### config.mk
export PLATFORM = sky130hd
export DESIGN_NAME = sreg_stream_source
export DESIGN_NICKNAME = d
export VERILOG_FILES = /design/src/rtl/sreg_stream_source.sv
export SDC_FILE = /design/constraint.sdc
export NUM_CORES = 1
export LEC_CHECK = 0
export ABC_AREA = 1
export CORE_AREA = 4 4 41 43
export CTS_BUF_LIST = sky130_fd_sc_hd__clkbuf_8
export CTS_CLUSTER_SIZE = 10
export DETAILED_ROUTE_END_ITERATION = 10
export DIE_AREA = 0 0 45 47
export GPL_TIMING_DRIVEN = 0
export PLACE_DENSITY = 0.6
export SYNTH_ARGS = -nofsm -noshare
export SYNTH_HDL_FRONTEND = slang
export SYNTH_SLANG_ARGS = --single-unit
export TNS_END_PERCENT = 100
### constraint.sdc
create_clock -name Clk -period 1.1 [get_ports Clk]
set_input_delay 0.11 -clock Clk [delete_from_list [all_inputs] [get_ports Clk]]
set_output_delay 0.11 -clock Clk [all_outputs]
set_load 0.005 [all_outputs]
### src/rtl/sreg_stream_source.sv
// sreg_stream_source: back-pressure-aware reader for a registered signed datapath stage.
// Words arrive over a valid/ready handshake and leave sign-extended over a second
// valid/ready handshake. A main output register plus one skid register give full
// throughput, and d_ready never depends combinationally on q_ready.
module sreg_stream_source #(
    parameter int DATAWIDTH = 2,
    parameter int OUT_WIDTH = 2
) (
    input  logic                        Clk,
    input  logic                        Rst,
    input  logic signed [DATAWIDTH-1:0] d,
    input  logic                        d_valid,
    output logic                        d_ready,
    output logic signed [OUT_WIDTH-1:0] q,
    output logic                        q_valid,
    input  logic                        q_ready,
    output logic [1:0]                  count
);

    // The state encoding doubles as the occupancy count.
    typedef enum logic [1:0] {
        EMPTY = 2'd0,
        BUSY  = 2'd1,
        FULL  = 2'd2
    } state_t;

    state_t                      state_q;
    logic signed [OUT_WIDTH-1:0] out_q;
    logic signed [OUT_WIDTH-1:0] skid_q;
    logic                        accept;
    logic                        pop;

    // Two's-complement widening; a signed size cast replicates the sign bit
    // and degenerates to a plain copy when the widths match.
    function automatic logic signed [OUT_WIDTH-1:0] sext(input logic signed [DATAWIDTH-1:0] v);
        return OUT_WIDTH'(v);
    endfunction

    // Handshake decode: d_ready looks only at state and reset, q_valid only at state.
    always_comb begin
        d_ready = !Rst && (state_q != FULL);
        q_valid = (state_q != EMPTY);
        accept  = d_valid && d_ready;
        pop     = q_valid && q_ready;
        q       = out_q;
        count   = state_q;
    end

    // Occupancy FSM with its data registers; reset clears data too so q reads zero.
    always_ff @(posedge Clk) begin
        if (Rst) begin
            state_q <= EMPTY;
            out_q   <= '0;
            skid_q  <= '0;
        end else begin
            case (state_q)
                EMPTY: begin
                    if (accept) begin
                        state_q <= BUSY;
                        out_q   <= sext(d);
                    end
                end
                BUSY: begin
                    case ({accept, pop})
                        2'b11: out_q <= sext(d);
                        2'b10: begin
                            state_q <= FULL;
                            skid_q  <= sext(d);
                        end
                        2'b01: state_q <= EMPTY;
                        default: ;
                    endcase
                end
                FULL: begin
                    // No accept is possible here since d_ready is low.
                    if (pop) begin
                        state_q <= BUSY;
                        out_q   <= skid_q;
                    end
                end
                default: state_q <= EMPTY;
            endcase
        end
    end

endmodule

# Yosys cells after proc, flatten, opt, wreduce, memory -nomap -nowiden
# Index checks and enable logic that the tools add are counted.
[word_totals]
mem_bits_ro = 0
mem_count = 0
reg_bits = 6
in_bits = 6
elab_cells = 31
latch_bits = 0
mem_bits_rw = 0
output_inout_bits = 6
[classes]
addsub = 0
n_eq_ne = 10
multipliers = 0
n_reduce_logical = 10
mux = 8
shift = 0
div_mod_pow = 0
bitwise = 0
n_lt_le_gt_ge = 0
[op_table]
columns = ["cell", "n"]
rows = [
  ["case mux 2 bit (3 select lines)", 2],
  ["two-way mux 2 bit", 5],
  ["== test 2 bit, second input constant", 3],
  ["inequality test 2 bit, second input constant", 3],
  ["== test 2 x 1 -> 1 bit, second input constant", 2],
  ["case mux 2 bit (2 select lines)", 1],
  ["AND reduction 4 bit", 1],
  ["logical AND 1 bit", 3],
  ["inequality test 3 x 2 -> 1 bit, second input constant", 1],
  ["AND reduction 3 bit", 1],
  ["nonzero test 3 bit", 1],
  ["zero test 2 bit", 1],
  ["inequality test 2 x 1 -> 1 bit, second input constant", 1],
  ["AND reduction 2 bit", 1],
  ["nonzero test 2 bit", 1],
  ["zero test 1 bit", 1],
]

# Longest topological paths before layout
[logic_depth]
depth_word = 6
mapped_depth = 7
ltp_nobuf = 7

# Worst setup path before layout
# No wires, ideal clock.
[synth_timing]
path_type = "register -> register"
start = "reg state_q[0] (netlist: count[0])"
end = "reg out_q[0] (netlist: q[0])"
setup_time_ps = 113
synth_period_minus_slack_ps = 942
n_path_buf = 0
arrival_time_ps = 829
stages_incl_launch_ff = 8
slack_ps = 158
required_time_ps = 987
cell_sequence = "dfxtp_1 inv_1 nand2_2 nand2_1 nand2_2 nand2_1 nand2_1 nor2_1"
[synth_between]
elab_cells_between_ends = 15
cone_classes = "eq/ne: 7; mux: 1; reduce/logical: 7"
[synth_lines]
columns = ["item", "line_no", "rtl"]
rows = [
  ["from (decl)", "27", "state_t state_q;"],
  ["from (signal assigned)", "52", "state_q <= EMPTY;"],
  ["from (signal assigned)", "59", "state_q <= BUSY;"],
  ["from (signal assigned)", "67", "state_q <= FULL;"],
  ["nonzero test 2 bit *", "42", "q_valid = (state_q != EMPTY);"],
  ["named net q_valid", "15", "output logic q_valid,"],
  ["logical AND 1 bit *", "44", "pop = q_valid && q_ready;"],
  ["== test 2 bit", "64", "case ({accept, pop})"],
  ["inequality test 2 x 1 -> 1 bit (no source line)", "n/a", ""],
  ["AND reduction 4 bit (no source line) *", "n/a", ""],
  ["to (signal assigned)", "60", "out_q <= sext(d);"],
  ["to (signal assigned)", "65", "2'b11: out_q <= sext(d);"],
  ["to (signal assigned)", "78", "out_q <= skid_q;"],
  ["to (decl)", "28", "logic signed [OUT_WIDTH-1:0] out_q;"],
]
# Mark *: on every way through the listed nets, which the timed path passes. The rest lies on a longest branch.
# A chain may end at the register's enable or synchronous reset.

# Final worst setup path
[layout_timing]
start = "reg state_q[1] (netlist: count[1])"
end = "out d_ready"
[layout_between]
elab_chain_len = 2
[layout_rtl]
columns = ["item", "line_no", "rtl"]
rows = [
  ["inequality test 2 bit", "41", "d_ready = !Rst && (state_q != FULL);"],
  ["logical AND 1 bit", "41", ""],
  ["to (decl)", "13", "output logic d_ready,"],
]
# Every way passes these cells.

==> flow_metrics.env <==
export IMPL_static_leak_nw=0.248
export IMPL_worst_case_headroom_to_the_max_slew_limit_pct=90.1
export IMPL_outcome="completed"
export IMPL_timing_critical_path_buf_inv=2
export IMPL_finalSetupViolations=0
export IMPL_grt_antenna_before_repair=0
export IMPL_max_stage_delay_ns=0.37
export IMPL_gp_congestion=0.681
export IMPL_slew_viol_final=0
export IMPL_cp_cell_sequence="inv_4 > nor2_4 > nor2_1 > clkbuf_2"
export IMPL_die_area_um2=2120
export IMPL_max_clock_freq_mhz=978
export IMPL_ys_ff_latch=6
export IMPL_grt_max_degree=7
export IMPL_largest_family_of_logic_cells_by_synthesized_area="simple AND/OR/NAND/NOR gates"
export IMPL_drt_pass1_iterations=4
export IMPL_finalClockSkew_ns=0.00289
export IMPL_synth_lib_cells_used_distinct=13
export IMPL_power_density_nw_per_um2=1300
export IMPL_initial_utilization_pct=24.3
export IMPL_register_cell_area_after_layout_um2=128
export IMPL_warnings_from_yosys=0
export IMPL_wire_length_of_the_first_global_routing_pass_mm=1.21
export IMPL_synthMuxAreaShare_pct=0
export IMPL_die_width_um=45
export IMPL_clock_sinks=6
export IMPL_global_route_usage_total_pct=8.85
export IMPL_placeableCoreArea_um2=1300
export IMPL_postRouteWirelength_um=793
export IMPL_synth_compound_gate_area_share_pct=4.74
export IMPL_grt_setup_unrepaired="false"
export IMPL_tightestPinTransition_ns=0.148
export IMPL_worstSkewPairLatency_ns=0.22
export IMPL_num_rows=13
export IMPL_portBuffers=11
export IMPL_max_fo_critical_path=4
export IMPL_path_clk_slew_ns=0.04
export IMPL_preCtsSetupSlack_ns=-0.218
export IMPL_worst_setup_path_type="reg2out"
export IMPL_final_critical_delay_including_setup_and_external_delays_ns=1.02
export IMPL_post_synth_instance_area_um2=317
export IMPL_layout_cells_most_common="sky130_fd_sc_hd__nand2_1"
export IMPL_maximum_capacitance_violations=0
export IMPL_placed_cell_area_um2=445
export IMPL_place_detailed_hpwl_um=566
export IMPL_postSynthNetCount=58
export IMPL_layout_common_cells="sky130_fd_sc_hd__nand2_1 (16), sky130_fd_sc_hd__nor2_1 (12), sky130_fd_sc_hd__inv_1 (5), sky130_fd_sc_hd__clkdlybuf4s50_1 (5)"
export IMPL_first_iter_violations=3
export IMPL_cp_data_arrival_time_ns=0.91
export IMPL_postSynthAreaPerCell_um2=6.09
export IMPL_fin_area_um2=507
export IMPL_post_synthesis_to_final_layout_area_growth_pct=60.1
export IMPL_synth_adder_area_share_pct=0
export IMPL_fillCellCount=143
export IMPL_ir_worst_vdd_v=0.000395
export IMPL_tritoncts="built"
export IMPL_hp_class="reg2reg"
export IMPL_worstSetupEndpointType="primary output"
export IMPL_total_vias_in_the_final_route=337
export IMPL_timing_critical_path_required_ns=0.99
export IMPL_postLayoutSetupSlackWorst_ns=0.0779
export IMPL_crit_path_start_kind="register"
export IMPL_route_antenna_remaining_nets=0
export IMPL_setup_tns_ns=0
export IMPL_first_global_vias=283
export IMPL_insertedDiodeCount=0
export IMPL_detail_route_wl_per_cell_um=9.55
export IMPL_htree_levels=1
export IMPL_worst_hold_slack_ns=0.494
export IMPL_worst_setup_path_startpoint="count[1]$_SDFFE_PP0P_"
export IMPL_synth_area_in_xor_xnor_pct=0
export IMPL_grt_overflow=0
export IMPL_fin_util_pct=38.9
export IMPL_remaining_drc_errors=0
export IMPL_multiInputGateArea_um2=171
export IMPL_top_level_ports=12
export IMPL_share_of_the_clock_period_used_by_the_worst_path_after_layout_pct=92.9
export IMPL_drt_vias_per_instance=4.06
export IMPL_hold_viol=0
export IMPL_critical_path_slowest_cell="sky130_fd_sc_hd__dfxtp_4"
export IMPL_die_h_um=47
export IMPL_tritoncts_num_buffers=3
export IMPL_num_nets_final=76
export IMPL_clockRootBuffer="sky130_fd_sc_hd__clkbuf_8"
export IMPL_cpLargestDelayFamily="flip-flops"
export IMPL_yosysSeqAreaShare_pct=37.9
export IMPL_syn_instance_count=52
export IMPL_layout_drive_gt1_share_pct=22.1
export IMPL_synth_simple_gate_area_share_pct=47.8
export IMPL_timing_hold_worst_start="skid_q[1]$_SDFFE_PP0P_"
export IMPL_startpoint_of_the_worst_register_to_register_path="count[1]$_SDFFE_PP0P_"
export IMPL_clockBufferDepth=2
==> sequential cells by signal (all words and copies together) (netlist names) <==
name    count
skid_q      2
count       2
q           2
==> worst paths after layout <==
check	endpoint	slack [ns]	depth (start not counted)
worst min register to register	skid_q[1]$_SDFFE_PP0P_	0.49	2
worst max register to register	q[1]$_SDFFE_PP0P_	0.12	7
worst min-delay path	skid_q[1]$_SDFFE_PP0P_	0.49	2
worst max-delay path	d_ready	0.08	4
==> per-stage QoR <==
stage               power [mW]  cells
floorplan                0.287     52
global placement         0.342     78
detailed placement       0.343     78
CTS                      0.667     81
global route             0.710     83
finish                   0.659     83
==> where the power goes <==
| group | internal, mW | leakage [nW] | switching, mW |
|---|---|---|---|
| Clock | 0.235 | 0.0216 | 0.0906 |
| Combinational | 0.0512 | 0.176 | 0.0461 |
| Sequential | 0.227 | 0.0505 | 0.00919 |
==> logic make-up (layout without fill, tap and decap cells) <==
logic type | Yosys count | in the layout
and+or+nand+nor | 35 | 35
buffers and inverters | 8 | 24
DFF | 6 | 6
AOI/OAI and AO/OA | 3 | 3
==> cell usage after synthesis (all sizes together) <==
| cell type | number | area share, % |
|---|---|---|
| o21ai | 2 | 3.2 |
| and2 | 1 | 2.0 |
| nand2 | 18 | 23 |
| nor3 | 1 | 1.6 |
| nand3 | 1 | 1.6 |
| nor2 | 14 | 20 |
| inv | 8 | 9.5 |
| dfxtp | 6 | 38 |
| a21oi | 1 | 1.6 |
==> timing repair <==
action,4_1_cts,5_1_grt
cloned,0,0
pin swaps,0,1
hold buffers,0,0
endpoints found under the setup margin,6,4
gates resized for setup,11,5
setup buffers,0,2
==> tightest hold or removal path, stage by stage, from the launching register on <==
cell	delay, ns
sky130_fd_sc_hd__dfxtp_1	0.30
sky130_fd_sc_hd__nor2_1	0.09
sky130_fd_sc_hd__nor2_1	0.05
==> metal layers <==
metal	part of all wire, %	vias up	global-route usage [%]
li1	-	185	-
met1	46	144	9.34
met2	49	6	12.4
met3	3.4	2	5.75
met4	1.5	0	7.02
met5	0	-	0
==> cell type report <==
| cell class | instances | share of cell area (%) |
|---|---|---|
| clock buffer | 3 | 8.15 |
| sequential | 6 | 25.2 |
| multi-input combinational | 38 | 33.8 |
| inverter | 8 | 6.42 |
| tap | 15 | 3.70 |
| timing repair buffer | 13 | 22.7 |
Note: power is estimated with default switching activity, not from simulation.
